--- src/rtl/video_layer_mixer.sv ---
// Video layer mixer: sums per-layer palette colours of up to 8 one-bit video
// layers through a 3-stage ce_pix-gated pipeline, saturates each channel and
// optionally inverts the whole frame. Inversion requests seen during one frame
// take effect from the next vsync rising edge.
module video_layer_mixer #(
  parameter int LAYERS    = 3,
  parameter int CW        = 4,
  parameter int INV_LAYER = LAYERS
) (
  input  logic                clk_vid,
  input  logic                reset_n,
  input  logic                ce_pix,
  input  logic [LAYERS-1:0]   layer_in,
  input  logic                inv_req,
  input  logic [LAYERS-1:0]   layer_en,
  input  logic                color_en,
  input  logic                inv_en,
  input  logic                hsync_in,
  input  logic                vsync_in,
  input  logic                hblank_in,
  input  logic                vblank_in,
  input  logic                cfg_we,
  input  logic                cfg_bank,
  input  logic [2:0]          cfg_layer,
  input  logic [3*CW-1:0]     cfg_rgb,
  output logic [CW-1:0]       r_out,
  output logic [CW-1:0]       g_out,
  output logic [CW-1:0]       b_out,
  output logic                hsync_out,
  output logic                vsync_out,
  output logic                hblank_out,
  output logic                vblank_out,
  output logic                inv_active
);

  // Sum width: up to 8 layers of (2^CW-1) never overflows CW+3 bits.
  localparam int SW = CW + 3;

  // Mid-scale palette reset value, replicated over {r,g,b}.
  localparam logic [CW-1:0]   PAL_RST     = {1'b0, {(CW-1){1'b1}}};
  localparam logic [3*CW-1:0] PAL_RST_RGB = {3{PAL_RST}};

  typedef struct packed {
    logic hs;
    logic vs;
    logic hb;
    logic vb;
  } timing_t;

  // Palette: [bank][layer] of {r,g,b}.
  logic [3*CW-1:0] pal_q [2][LAYERS];

  // Pipeline state.
  logic [LAYERS-1:0] s1_lay_q;
  logic              s1_inv_q;
  timing_t           s1_tim_q, s2_tim_q, s3_tim_q;
  logic [SW-1:0]     s2_r_q, s2_g_q, s2_b_q;
  logic [SW-1:0]     sum_r_d, sum_g_d, sum_b_d;
  logic [CW-1:0]     r_q, g_q, b_q;

  // Frame-inversion state.
  logic cur_inv_q;
  logic inv_active_q;
  logic vs_prev_q;
  logic vs_rise;
  logic inv_bit;
  logic [CW-1:0] inv_mask;

  // The inversion request is either a dedicated pin or one of the layer bits.
  generate
    if (INV_LAYER == LAYERS) begin : g_inv_pin
      assign inv_bit = inv_req;
    end else begin : g_inv_layer
      assign inv_bit = layer_in[INV_LAYER];
    end
  endgenerate

  assign vs_rise  = s1_tim_q.vs & ~vs_prev_q;
  assign inv_mask = {CW{inv_active_q & inv_en}};

  function automatic logic [CW-1:0] saturate(input logic [SW-1:0] s);
    return (s[SW-1:CW] != '0) ? {CW{1'b1}} : s[CW-1:0];
  endfunction

  // Palette register file; writes are independent of ce_pix, and an index
  // beyond the last layer matches no entry so it is dropped.
  always_ff @(posedge clk_vid or negedge reset_n) begin
    if (!reset_n) begin
      // NOTE: the palette is a small register array, not RAM, so it can and
      // must take a defined reset value in every entry.
      for (int b = 0; b < 2; b++)
        for (int l = 0; l < LAYERS; l++)
          pal_q[b][l] <= PAL_RST_RGB;
    end else if (cfg_we) begin
      for (int l = 0; l < LAYERS; l++)
        if (cfg_layer == 3'(l))
          pal_q[cfg_bank][l] <= cfg_rgb;
    end
  end

  // Stage-2 adder tree over the live palette bank for every active layer.
  always_comb begin
    // NOTE: every combinational output gets a default before any conditional
    // update, otherwise a path without assignment would infer a latch.
    sum_r_d = '0;
    sum_g_d = '0;
    sum_b_d = '0;
    for (int l = 0; l < LAYERS; l++) begin
      if (s1_lay_q[l]) begin
        sum_r_d = sum_r_d + {3'b000, pal_q[color_en][l][3*CW-1 -: CW]};
        sum_g_d = sum_g_d + {3'b000, pal_q[color_en][l][2*CW-1 -: CW]};
        sum_b_d = sum_b_d + {3'b000, pal_q[color_en][l][CW-1 -: CW]};
      end
    end
  end

  // Three pixel stages: capture, sum, saturate/invert; all hold when ce_pix=0.
  always_ff @(posedge clk_vid or negedge reset_n) begin
    if (!reset_n) begin
      // NOTE: sequential state uses non-blocking assignments so every register
      // samples pre-edge values and stage order in the block is irrelevant.
      s1_lay_q <= '0;
      s1_inv_q <= 1'b0;
      s1_tim_q <= '0;
      s2_r_q   <= '0;
      s2_g_q   <= '0;
      s2_b_q   <= '0;
      s2_tim_q <= '0;
      r_q      <= '0;
      g_q      <= '0;
      b_q      <= '0;
      s3_tim_q <= '0;
    end else if (ce_pix) begin
      s1_lay_q <= layer_in & layer_en;
      s1_inv_q <= inv_bit;
      s1_tim_q <= {hsync_in, vsync_in, hblank_in, vblank_in};
      s2_r_q   <= sum_r_d;
      s2_g_q   <= sum_g_d;
      s2_b_q   <= sum_b_d;
      s2_tim_q <= s1_tim_q;
      r_q      <= saturate(s2_r_q) ^ inv_mask;
      g_q      <= saturate(s2_g_q) ^ inv_mask;
      b_q      <= saturate(s2_b_q) ^ inv_mask;
      s3_tim_q <= s2_tim_q;
    end
  end

  // Accumulate requests over a frame and latch them at the vsync rising edge;
  // the edge pixel's own request starts the new frame's accumulation.
  always_ff @(posedge clk_vid or negedge reset_n) begin
    if (!reset_n) begin
      cur_inv_q    <= 1'b0;
      inv_active_q <= 1'b0;
      vs_prev_q    <= 1'b0;
    end else if (ce_pix) begin
      vs_prev_q <= s1_tim_q.vs;
      if (vs_rise) begin
        inv_active_q <= cur_inv_q;
        cur_inv_q    <= s1_inv_q;
      end else begin
        cur_inv_q    <= cur_inv_q | s1_inv_q;
      end
    end
  end

  assign r_out      = r_q;
  assign g_out      = g_q;
  assign b_out      = b_q;
  assign hsync_out  = s3_tim_q.hs;
  assign vsync_out  = s3_tim_q.vs;
  assign hblank_out = s3_tim_q.hb;
  assign vblank_out = s3_tim_q.vb;
  assign inv_active = inv_active_q;

endmodule

--- config.mk ---
export PLATFORM = sky130hd
export DESIGN_NAME = video_layer_mixer
export DESIGN_NICKNAME = d
export VERILOG_FILES = /design/src/rtl/video_layer_mixer.sv
export SDC_FILE = /design/constraint.sdc
export NUM_CORES = 1
export LEC_CHECK = 0
export BUFFER_PORTS_ARGS = -buffer_cell sky130_fd_sc_hd__buf_4
export CAP_MARGIN = 15
export CORE_MARGIN = 3
export CORE_UTILIZATION = 45
export CTS_BUF_LIST = sky130_fd_sc_hd__clkbuf_8
export CTS_CLUSTER_DIAMETER = 200
export DETAILED_ROUTE_END_ITERATION = 16
export PLACE_DENSITY_LB_ADDON = 0.15
export SYNTH_ARGS = -nofsm -noshare
export SYNTH_HDL_FRONTEND = slang
export SYNTH_SLANG_ARGS = --single-unit
--- constraint.sdc ---
create_clock -name clk_vid -period 8.3 [get_ports clk_vid]
set_clock_uncertainty 0.15 [all_clocks]
set_input_delay 1.66 -clock clk_vid [delete_from_list [all_inputs] [get_ports clk_vid]]
set_output_delay 1.66 -clock clk_vid [all_outputs]
set_load 0.005 [all_outputs]
# --- After elaboration in Yosys (flattened, before gate mapping) ---
# Cells that the tools add are included.
word_totals:
  regBits: 123
  elab_cells: 85
  output_inout_bits: 17
  in_bits: 33
op_classes:
  add_sub_neg: 6
  n_bitwise: 10
  n_reduce_logical: 6
  mux: 30
  n_eq_ne: 2
  magnitude_cmp: 3
ops:
  columns: ["operator", "n"]
  rows:
  - ["$mux 72", 5]
  - ["$bwmux 72", 3]
  - ["$mux 36", 4]
  - ["$demux 36 s1", 3]
  - ["$add 7x4->7", 6]
  - ["$mux 7", 6]
  - ["$mux 24", 1]
  - ["$mux 4", 6]
  - ["$mux 12", 1]
  - ["$xor 4x4->4", 3]
  - ["$reduce_bool 3->1", 3]
  - ["$ge 2x2->1 const B", 2]
  - ["$not 1->2", 2]
  - ["$and 3x3->3", 1]
  - ["$eq 3x1->1 const B", 1]
  - ["$eq 3x2->1 const B", 1]
  - ["$logic_not 3->1", 1]
  - ["$and 1x1->1", 2]
  - ["$lt 2x1->1 const B", 1]
  - ["$reduce_and 2->1", 1]
  - ["$logic_and 1x1->1", 1]
  - ["$mux 1", 1]
  - ["$not 1->1", 1]
  - ["$or 1x1->1", 1]

# --- Logic depth before layout (Yosys ltp) ---
# Gate-level depths: netlist of the first run.
depth:
  depth_word: 13
  mapped_depth: 13

# --- Worst setup path before layout of the first run ---
# OpenSTA, ideal clock, no wires.
synth_path:
  kind: "input-to-reg"
  startpoint: "in color_en"
  endpoint: "reg s2_b_q[3]"
  path_stages: 12
  slack_ps: 3551
  setup_ps: 126
  arrival_time_ps: 4473
  path_buffers: 3
  path_cell_list: "buf_6 buf_4 buf_2 mux2_2 ha_1 fa_1 xor2_1 mux2_2 ha_1 a21oi_1 mux2i_1 a311o_1"
synth_via:
  elab_chain_cells: 9
synth_lines:
  columns: ["element", "line_no", "text"]
  rows:
  - ["start, declared", "16", "input logic color_en,"]
  - ["$not 1->2 (not written as such) (*)", "112", "sum_b_d = sum_b_d + {3'b000, pal_q[color_en][l][CW-1 -: CW]};"]
  - ["$mux 36 (not written as such) (*) (3 in a row)", "112", null]
  - ["$mux 4", "109", "if (s1_lay_q[l]) begin"]
  - ["$add 7x4->7", "112", null]
  - ["$mux 7", "109", null]
  - ["$add 7x4->7", "112", null]
  - ["$mux 7 (*)", "109", null]
  - ["end signal, assigned", "139", "s2_b_q <= sum_b_d;"]
  - ["end, declared", "57", "logic [SW-1:0] s2_r_q, s2_g_q, s2_b_q;"]
# Every way passes the cells marked *; elsewhere a longest branch is shown, timed or not. The select of a mux whose other input is x is not followed.
# A chain may end at the register's enable or synchronous reset.

# --- Worst setup path after layout of the first run ---
layout_path:
  startpoint: "in color_en"
  endpoint: "reg s2_r_q[3]"
layout_via:
  elab_chain_cells: 9
layout_lines:
  columns: ["element", "line_no", "text"]
  rows:
  - ["$not 1->2 (not written as such) (*)", "110", "sum_r_d = sum_r_d + {3'b000, pal_q[color_en][l][3*CW-1 -: CW]};"]
  - ["$mux 36 (*) (3 in a row)", null, null]
  - ["$mux 4", "109", null]
  - ["$add 7x4->7", "110", null]
  - ["$mux 7", "109", null]
  - ["$add 7x4->7", "110", null]
  - ["$mux 7 (*)", "109", null]
  - ["end signal, assigned", "137", "s2_r_q <= sum_r_d;"]
  - ["end, declared", "57", null]
# Marks and branches as above.

==> results of run 1 <==
==> final cells by class <==
type / count / share of cell area, %
Clock buffer: 17 / 3.20
Timing Repair Buffer: 52 / 5.35
Multi-Input combinational cell: 352 / 42.8
Sequential cell: 120 / 42.0
Inverter: 15 / 0.771
Tap cell: 176 / 3.02
Clock inverter: 15 / 2.84
==> registers in the layout, summed over array words and instances, names as in the netlist <==
signal      cells
s2_b_q          6
s1_tim_q        4
b_out           4
r_out           4
g_out           4
hblank_out      1
s1_inv_q        1
s1_lay_q        3
cur_inv_q       1
s2_r_q          6
hsync_out       1
s2_g_q          6
s2_tim_q        4
inv_active      1
pal_q          72
vblank_out      1
vsync_out       1
==> worst reg2reg max path, stage by stage, from the launching register on <==
cell	delay [ps]
dfrtp_1	390
inv_2	270
nor2_1	110
ha_1	220
fa_1	400
xor2_1	170
mux2_2	290
ha_1	330
a21oi_1	230
mux2i_1	110
a311o_1	320
==> cell families after synthesis <==
kind of cell               Yosys count  share of synthesized area [%]
xor gates and xnor gates            21                           2.88
DFF                                120                           48.1
adders and majority gates           33                           7.18
buffers and inverters               42                           2.96
and+or+nand+nor                     88                           6.67
AOI/OAI and AO/OA                   70                           7.73
muxes                              140                           24.4
==> synthesized netlist by cell type (5+ instances only) <==
| master | count |
|---|---|
| o22ai_1 | 6 |
| a21oi_1 | 9 |
| a31o_2 | 9 |
| mux2_2 | 125 |
| nor2_1 | 27 |
| inv_1 | 14 |
| buf_2 | 16 |
| dfrtp_1 | 66 |
| nand3b_1 | 9 |
| dfstp_2 | 54 |
| mux2i_1 | 15 |
| nand2_1 | 14 |
| fa_1 | 6 |
| o21ai_0 | 15 |
| clkbuf_1 | 8 |
| ha_1 | 27 |
| o31ai_1 | 9 |
| nand2b_1 | 5 |
| nand3_1 | 15 |
| xor2_1 | 15 |
| a211oi_1 | 6 |
| xnor2_1 | 6 |
| nor3_1 | 13 |
==> cells in the final DEF, fill, tap and decap left out, drive strengths merged, types with 13 or more instances in the layout <==
cell type    n
mux2i       15
mux2       125
nor3        13
dfstp       54
inv         20
buf         52
o21ai       15
dfrtp       66
ha          27
xor2        15
clkbuf      17
nand3       15
nor2        27
nand2       14
==> power by group <==
group          internal, mW  switching [mW]
Sequential            0.770          0.0776
Clock                 0.354           0.235
Combinational         0.278           0.225
Total                  1.40           0.537
==> worst max path at each step <==
stage / to / slack (ps) / cells past startpoint
2_1_floorplan: s2_b_q[3] / 3550 / 12
3_3_place_gp: s2_r_q[3] / 3440 / 11
3_5_place_dp: s2_g_q[3] / 3400 / 11
4_1_cts: s2_g_q[3] / 3890 / 11
5_1_grt: s2_b_q[3] / 3720 / 12
6_report: s2_r_q[3] / 3870 / 11
==> per-layer routing <==
layer	routed length [um]	vias to the layer above	track usage, %
li1	-	1944	-
met4	151	0	5.87
met5	0	-	0
met1	5800	2069	21.5
met3	415	13	4.73
met2	6620	49	29.4
==> stage by stage <==
step	area (um2)	setup WS (ps)	power, mW	util (%)
after floorplan	6380	3550	1.19	-
after global placement	6860	3440	1.35	50.6
after detailed placement	6860	3400	1.37	50.6
after CTS	7300	3890	1.97	53.9
after global routing	7300	3720	2.06	53.9
final	7300	3870	1.94	53.9
==> impl_metrics.csv, run 1 <==
group,metric,value,unit
run_status,status,"finished clean",
clock_tree,cts_root_buf,"clkbuf_8",
route,drc,0,
cells_and_area,final_cells,747,
logic_synthesis,syn_inst,514,
setup_path,r2r_slack,5200,ps
power_and_ir_drop,p_leak,3.21,nW
setup_path,cp_num_buf_inv,1,
floorplanning,start_util,47.0,%
logic_synthesis,yosys_register_bits,120,
timing,finalSetupTns,0,ps
floorplanning,ioPinCount,50,
worst_hold_path,min_from,"cur_inv_q",
setup_path,crit_start,"color_en",
route,wl_per_cell,17.4,um
setup_path,startpoint_type,"primary input",
floorplanning,core_area,13600,um2
logic_synthesis,netlist.area_leader.share,25.9,%
clock_tree,cts_buffer_depth,2,
setup_path,worstPathArrival,4610,ps
logic_synthesis,synthArstFlopShare,100,%
logic_synthesis,yosysSeqAreaShare,48.1,%
setup_path,r2r_cells,10,
logic_synthesis,synth_top_area_cell,"dfrtp_1",
clock_tree,cts_made_buffers,17,
setup_path,path_max_fanout,36,
power_and_ir_drop,p_per_area,266,nW/um2
logic_synthesis,synth_cell_types,36,
setup_path,required,8480,ps
logic_synthesis,ys_top_cells_by_area,"dfrtp_1 (26%), dfstp_2 (22%), mux2_2 (22%)",
timing,post-route-period-util,53.4,%
cells_and_area,synthToLayoutAreaGrowth,14.5,%
floorplanning,die_area,15600,um2
setup_path,critPathCaptureType,"flop",
floorplanning,die_h,125,um
setup_path,crit_top_cell,"ha_1",
route,drt-total-wl,13000,um
cells_and_area,num_antenna_cells,0,
timing,worst_slew_pin_slew,813,ps
setup_path,criticalPathCategory,"in -> reg",
cells_and_area,regArea,3070,um2
global_routing,grt_pass1_wl,21600,um
global_routing,grt_max_degree,80,
clock_tree,cts_tree,"built",
run,maxCapViolations,0,
timing,drv_slew,0,
logic_synthesis,synth_area,6380,um2
clock_tree,hold_buffers,0,
setup_path,critPathTopFamily,"adder cells",
setup_path,r2r-end,"s2_g_q[3]",
timing,grt_setup_unrepaired,"no",
floorplanning,rows,42,
placement,dp_hpwl,8980,um
placement,io_buffers,49,
timing,max_freq,225,MHz
setup_path,crit_path_max_incr_delay,480,ps
worst_hold_path,holdCritPathClass,"reg -> reg",
placement,dpl.cell_count,715,
route,postRouteAntennaNets,0,
timing,finalSetupViolations,0,
timing,hold_violations,0,
clock_tree,insertion_delay,440,ps
route,dr.pass1.iters,4,
worst_hold_path,hold_end,"cur_inv_q",
clock_tree,cts.sinks,120,
logic_synthesis,ys_warn_count,0,
timing,hold_slack,343,ps
global_routing,antenna_found_initial,0,
setup_path,cpMaxStageDelayCell,"fa_1",
floorplanning,die_w,125,um
clock_tree,cts.htree.levels,4,
cells_and_area,nNetsFinal,624,
logic_synthesis,syn_nets,580,
setup_path,critical_path.cell_chain,"buf_4, mux2_2, ha_1, fa_1, nand2_1, o31ai_1, ha_1, a21o_1, a21oi_1, mux2i_1, a311o_1",
placement,gp_congestion,0.801,
power_and_ir_drop,ir_drop,124,uV
setup_path,r2r-start,"s1_lay_q[0]",
route,via_per_inst,5.46,
cells_and_area,nFillCells,1171,
global_routing,grt_pass1_vias,4397,
timing,fin_crit,4430,ps
clock_tree,cts_resized,0,
clock_tree,post_cts_buffers,0,
worst_hold_path,whs_path_depth,1,
clock_tree,clkTransAtPathRegs,70,ps
timing,max-slew-margin-rel,45.8,%
global_routing,grt.overflow.total,0,
global_routing,gr-usage-all-layers,17.3,%
route,vias,4075,
route,drt_iter0_drc,186,
cells_and_area,multiInputGateArea,3120,um2
cells_and_area,drive_above_1_share,48.2,%
logic_synthesis,synthFlopType,"dfrtp_1",
logic_synthesis,avgSynthCellArea,12.4,um2
logic_synthesis,synth-edff-count,0,
Note: power is estimated with default switching activity, not from simulation.
==> inputs of run 2 (changes only) <==
Clock period 8.3 ns to 3.8 ns, I/O delays scaled along.
==> impl_metrics.csv, run 2 (synthesized netlist as in run 1, its figures left out) <==
group,metric,value,unit
clock_tree,clkTransAtPathRegs,90,ps
setup_path,critPathCaptureType,"flop",
clock_tree,cts_made_buffers,17,
clock_tree,insertion_delay,450,ps
placement,dp_hpwl,9130,um
run_status,status,"finished clean",
route,dr.pass1.iters,4,
setup_path,criticalPathCategory,"in -> reg",
clock_tree,cts_root_buf,"clkbuf_8",
timing,fin_crit,3380,ps
timing,finalSetupViolations,0,
cells_and_area,nFillCells,1190,
global_routing,antenna_found_initial,0,
placement,dpl.cell_count,722,
power_and_ir_drop,ir_drop,367,uV
clock_tree,cts_resized,0,
timing,max_freq,296,MHz
route,drt-total-wl,13000,um
placement,io_buffers,49,
cells_and_area,drive_above_1_share,49.1,%
cells_and_area,post-route-util,54.2,%
floorplanning,core_area,13600,um2
setup_path,r2r_cells,11,
clock_tree,cts_tree,"built",
cells_and_area,mostFrequentLayoutCell,"mux2_2",
timing,max-slew-margin-rel,37.7,%
worst_hold_path,holdCritPathClass,"in -> async",
setup_path,required,3970,ps
setup_path,path_max_fanout,17,
floorplanning,start_util,47.0,%
global_routing,grt_max_degree,80,
global_routing,grt.overflow.total,0,
cells_and_area,layout_common_cells,"mux2_2 (125), dfrtp_1 (66), buf_4 (58)",
route,drc,0,
global_routing,grt_pass1_wl,22000,um
floorplanning,rows,42,
floorplanning,die_w,125,um
route,drt_iter0_drc,197,
setup_path,critPathTopFamily,"adder cells",
floorplanning,ioPinCount,50,
setup_path,r2r_slack,700,ps
route,via_per_inst,5.45,
route,vias,4109,
cells_and_area,synthToLayoutAreaGrowth,15.2,%
clock_tree,cts.htree.levels,4,
route,wl_per_cell,17.3,um
cells_and_area,nNetsFinal,631,
power_and_ir_drop,p_leak,3.21,nW
setup_path,r2r-start,"s1_lay_q[0]",
power_and_ir_drop,p_per_area,567,nW/um2
setup_path,startpoint_type,"primary input",
run,maxCapViolations,0,
clock_tree,cts_buffer_depth,2,
cells_and_area,largest-register,"pal_q",
global_routing,gr-usage-all-layers,17.6,%
floorplanning,die_area,15600,um2
route,postRouteAntennaNets,0,
timing,post-route-period-util,88.9,%
placement,dpl_cell_area,6930,um2
cells_and_area,largest_reg_flops,72,
cells_and_area,final_area,7350,um2
timing,drv_slew,0,
global_routing,grt_pass1_vias,4391,
setup_path,worstPathArrival,3550,ps
setup_path,crit_path_max_incr_delay,460,ps
timing,hold_violations,0,
placement,gp_congestion,0.821,
setup_path,r2r-end,"s2_b_q[3]",
timing,worst_slew_pin_slew,934,ps
timing,hold_slack,226,ps
cells_and_area,final_cells,754,
setup_path,critical_path.cell_chain,"buf_4, buf_4, mux2i_1, nor2_1, fa_1, xor2_1, mux2_2, ha_1, a21oi_1, mux2i_1, a311o_1",
clock_tree,post_cts_buffers,0,
clock_tree,hold_buffers,0,
timing,grt_setup_unrepaired,"no",
setup_path,cpMaxStageDelayCell,"fa_1",
cells_and_area,num_antenna_cells,0,
timing,finalSetupTns,0,ps
floorplanning,die_h,125,um
setup_path,cp_num_buf_inv,2,
clock_tree,cts.sinks,120,
[run 2: changes by cell type in the layout (fill, tap and decap cells not counted), sizes merged]
cell	delta
clkinvlp	+5
bufinv	-2
inv	-4
clkbuf	+1
buf	+7
[run 2: final cells by class]
cell class | instances | area (um2) | share of cell area (%)
clock buffers | 18 | 248 | 3.37
repair buffers | 59 | 455 | 6.20
well taps | 176 | 220 | 3.00
multi-input cells | 352 | 3120 | 42.5
flip-flops and latches | 120 | 3070 | 41.8
inverters | 15 | 56.3 | 0.766
clock inverters | 14 | 175 | 2.38
[run 2: worst max-delay path by stage]
stage	to	cells after the start	start	slack, ps
CTS	s2_g_q[4]	13	color_en	450
global placement	s2_g_q[4]	12	color_en	50
detailed placement	s2_g_q[4]	13	color_en	-30
finish	s2_g_q[3]	11	color_en	420
floorplan	s2_r_q[3]	12	color_en	-50
global route	s2_g_q[4]	13	color_en	230
[run 2: routing by layer]
| metal | vias to the layer above | wire, um | part of all wire, % | GRT usage [%] |
|---|---|---|---|---|
| li1 | 1955 | - | - | - |
| met5 | - | 0 | 0 | 0 |
| met3 | 10 | 425 | 3.3 | 5.20 |
| met1 | 2090 | 5730 | 44 | 21.9 |
| met4 | 0 | 130 | 1.0 | 5.04 |
| met2 | 54 | 6740 | 52 | 29.9 |
[run 2: where the power goes]
part           switching [mW]  leakage, nW  internal (mW)  total, mW
clock                   0.542        0.193          0.668       1.21
sequential              0.169         1.38           1.68       1.85
combinational           0.488         1.64          0.617       1.10
total                    1.20         3.21           2.97       4.16
[run 2: worst register-to-register path, stage by stage (launching register included)]
cell	delay (ps)
dfrtp_1	390
inv_2	250
nor2_1	90
ha_1	220
fa_1	480
nand2_1	50
o31ai_1	170
ha_1	330
a21o_1	180
a21oi_1	230
mux2i_1	120
a311o_1	330
[run 2: stage by stage]
step / power (mW) / setup WS [ps]
floorplan: 2.60 / -49.1
global placement: 2.94 / 48.0
detailed placement: 2.99 / -31.6
CTS: 4.22 / 448
global route: 4.45 / 235
finish: 4.16 / 421
==> inputs of run 3 (changes only) <==
Settings changed: ABC_AREA set to 1.
==> impl_metrics.csv, run 3 <==
group,metric,value,unit
run_status,status,"finished clean",
clock_tree,post_cts_buffers,0,
cells_and_area,mostFrequentLayoutCell,"nand2_1",
logic_synthesis,yosys_register_bits,120,
cells_and_area,layout_common_cells,"nand2_1 (274), o21ai_1 (83), inv_1 (78)",
clock_tree,cts.htree.levels,4,
route,wl_met1,7200,um
logic_synthesis,ys_top_cells_by_area,"dfrtp_1 (26%), dfstp_2 (22%), nand2_1 (16%)",
logic_synthesis,synth_top_cells_by_count,"nand2_1 (274), o21ai_1 (83), inv_1 (76), dfrtp_1 (66), dfstp_2 (54)",
placement,gp_congestion,0.795,
clock_tree,cts.sinks,120,
placement,dpl_cell_area,6930,um2
cells_and_area,largest_reg_flops,72,
clock_tree,cts_root_buf,"clkbuf_8",
cells_and_area,num_antenna_cells,0,
global_routing,grt_pass1_wl,24600,um
setup_path,criticalPathCategory,"in -> reg",
placement,dpl.cell_count,1007,
route,dr_wl_met3,752,um
logic_synthesis,syn_nets,869,
setup_path,critPathTopFamily,"adder cells",
logic_synthesis,synthArstFlopShare,100,%
timing,hold_slack,122,ps
timing,finalSetupTns,0,ps
setup_path,path_max_fanout,31,
setup_path,critPathCaptureType,"flop",
cells_and_area,nNetsFinal,912,
route,postRouteAntennaNets,0,
clock_tree,cts_resized,0,
logic_synthesis,synth_fa_ha_area_share,7.08,%
floorplanning,die_w,126,um
placement,dp_hpwl,10300,um
timing,fin_crit,3210,ps
cells_and_area,synthToLayoutAreaGrowth,13.5,%
logic_synthesis,synth_compound_area_share,11.7,%
setup_path,crit_path_max_incr_delay,480,ps
route,dr_wl_met2,6490,um
global_routing,gr-usage-all-layers,19.4,%
logic_synthesis,synth_area,6460,um2
timing,finalSetupViolations,0,
setup_path,required,3980,ps
global_routing,grt.overflow.total,0,
logic_synthesis,ys_warn_count,0,
logic_synthesis,syn_inst,803,
setup_path,cp_num_buf_inv,4,
timing,post-route-period-util,84.6,%
clock_tree,cts_made_buffers,17,
logic_synthesis,avgSynthCellArea,8.05,um2
power_and_ir_drop,p_per_area,509,nW/um2
clock_tree,insertion_delay,440,ps
power_and_ir_drop,ir_drop,225,uV
logic_synthesis,synthXorXnorAreaFrac,1.76,%
timing,max-slew-margin-rel,49.8,%
route,vias,5210,
setup_path,cpMaxStageDelayCell,"fa_1",
floorplanning,start_util,46.2,%
setup_path,worstPathArrival,3390,ps
clock_tree,hold_buffers,0,
logic_synthesis,synth-edff-count,0,
logic_synthesis,synthFlopType,"dfrtp_1",
global_routing,grt_pass1_vias,4885,
logic_synthesis,synth_cell_types,34,
logic_synthesis,synth-simple-area-share,24.1,%
setup_path,startpoint_type,"primary input",
clock_tree,clkTransAtPathRegs,70,ps
global_routing,antenna_found_initial,0,
worst_hold_path,holdCritPathClass,"in -> async",
logic_synthesis,synth_top_family_by_area,"simple AND/OR/NAND/NOR gates",
timing,hold_violations,0,
cells_and_area,final_cells,1039,
logic_synthesis,muxShareOfSynthArea,0,%
floorplanning,ioPinCount,50,
cells_and_area,largest-register,"pal_q",
setup_path,critical_path.cell_chain,"buf_4, inv_2, nand2_1, nand2_1, ha_1, fa_1, o21ai_1, inv_1, fa_1, inv_1, nor2_1, o21ai_0, nand2_1, nand3_1, nand2_1",
run,maxCapViolations,0,
route,wl_per_cell,14.1,um
timing,drv_slew,0,
logic_synthesis,yosysMostFrequentCell,"nand2_1",
route,drc,0,
power_and_ir_drop,p_leak,3.86,nW
route,drt_iter0_drc,404,
timing,grt_setup_unrepaired,"no",
timing,max_freq,311,MHz
route,dr.max_layer_used,"met4",
cells_and_area,drive_above_1_share,19.4,%
clock_tree,cts_buffer_depth,2,
clock_tree,cts_tree,"built",
floorplanning,die_area,15800,um2
floorplanning,rows,43,
route,drt-total-wl,14700,um
route,dr.pass1.iters,5,
timing,worst_slew_pin_slew,752,ps
global_routing,grt_max_degree,60,
floorplanning,die_h,126,um
logic_synthesis,synth_top_area_cell,"dfrtp_1",
placement,io_buffers,49,
logic_synthesis,yosysSeqAreaShare,47.5,%
cells_and_area,nFillCells,1362,
route,via_per_inst,5.01,
logic_synthesis,netlist.area_leader.share,25.5,%
floorplanning,core_area,14000,um2
setup_path,crit_top_cell,"nand2_1",
cells_and_area,final_area,7340,um2
## run 3: changes by cell type after synthesis, sizes merged, moves of 7 or more
cell	previous run	this run
nand3	15	46
or2	0	7
nor2	27	35
nand3b	9	0
o21ai	15	118
a31o	9	0
nand2	14	281
buf	19	28
mux2i	15	0
inv	15	86
o31ai	9	0
nor3	13	4
mux2	125	0
## run 3: final timing paths
kind                        startpoint         to  slack (ps)  cells past startpoint
hold reg to reg              pal_q[42]  pal_q[42]         320                      2
hold / removal                 reset_n   b_out[1]         120                      1
setup reg to reg           s1_lay_q[0]  s2_g_q[4]         690                     16
setup / recovery              color_en  s2_g_q[4]         590                     15
min in group clk_vid         pal_q[42]  pal_q[42]         320                      2
max in group asynchronous      reset_n  pal_q[34]        2600                      2
## run 3: cells by family after synthesis
logic type | Yosys count
compound gates | 142
xor+xnor | 13
fa+ha+maj | 33
buf+inv | 117
flops | 120
simple gates | 378
## run 3: layout make-up
| class | count | area (um2) | area share (%) |
|---|---|---|---|
| clock buffer | 18 | 248 | 3.38 |
| clock inverter | 14 | 158 | 2.15 |
| inverter | 86 | 323 | 4.40 |
| multi-input combinational | 566 | 2890 | 39.3 |
| sequential | 120 | 3070 | 41.9 |
| tap | 180 | 225 | 3.07 |
| timing repair buffer | 55 | 425 | 5.80 |
## run 3: worst register-to-register path: stages, from the launching register on
cell	delay, ps
dfrtp_1	630
inv_2	210
nor2_1	140
nand2_1	120
inv_1	80
ha_1	260
or2_2	320
nand3_1	90
nand3_1	80
and2_1	170
ha_1	290
nand2_1	70
nand2_1	60
o21ai_0	150
nand2_1	70
nand3_1	80
nand2_1	50
## run 3: per-layer routing
metal / vias to the layer above / global-route usage (%)
met3: 21 / 4.45
met2: 122 / 29.6
met1: 2426 / 27.5
met5: - / 0
li1: 2641 / -
met4: 0 / 6.37
## run 3: metrics by stage
step	setup slack [ps]	utilization, %	power, mW
finish	586	52.4	3.74
global route	326	52.4	3.99
CTS	632	52.4	3.78
detailed placement	149	49.5	2.57
global placement	222	49.5	2.54
floorplan	525	-	2.29
## run 3: power breakdown
| part | total [mW] | switching, mW | internal [mW] |
|---|---|---|---|
| registers | 1.73 | 0.134 | 1.60 |
| logic | 0.818 | 0.472 | 0.346 |
| clock network | 1.18 | 0.524 | 0.658 |
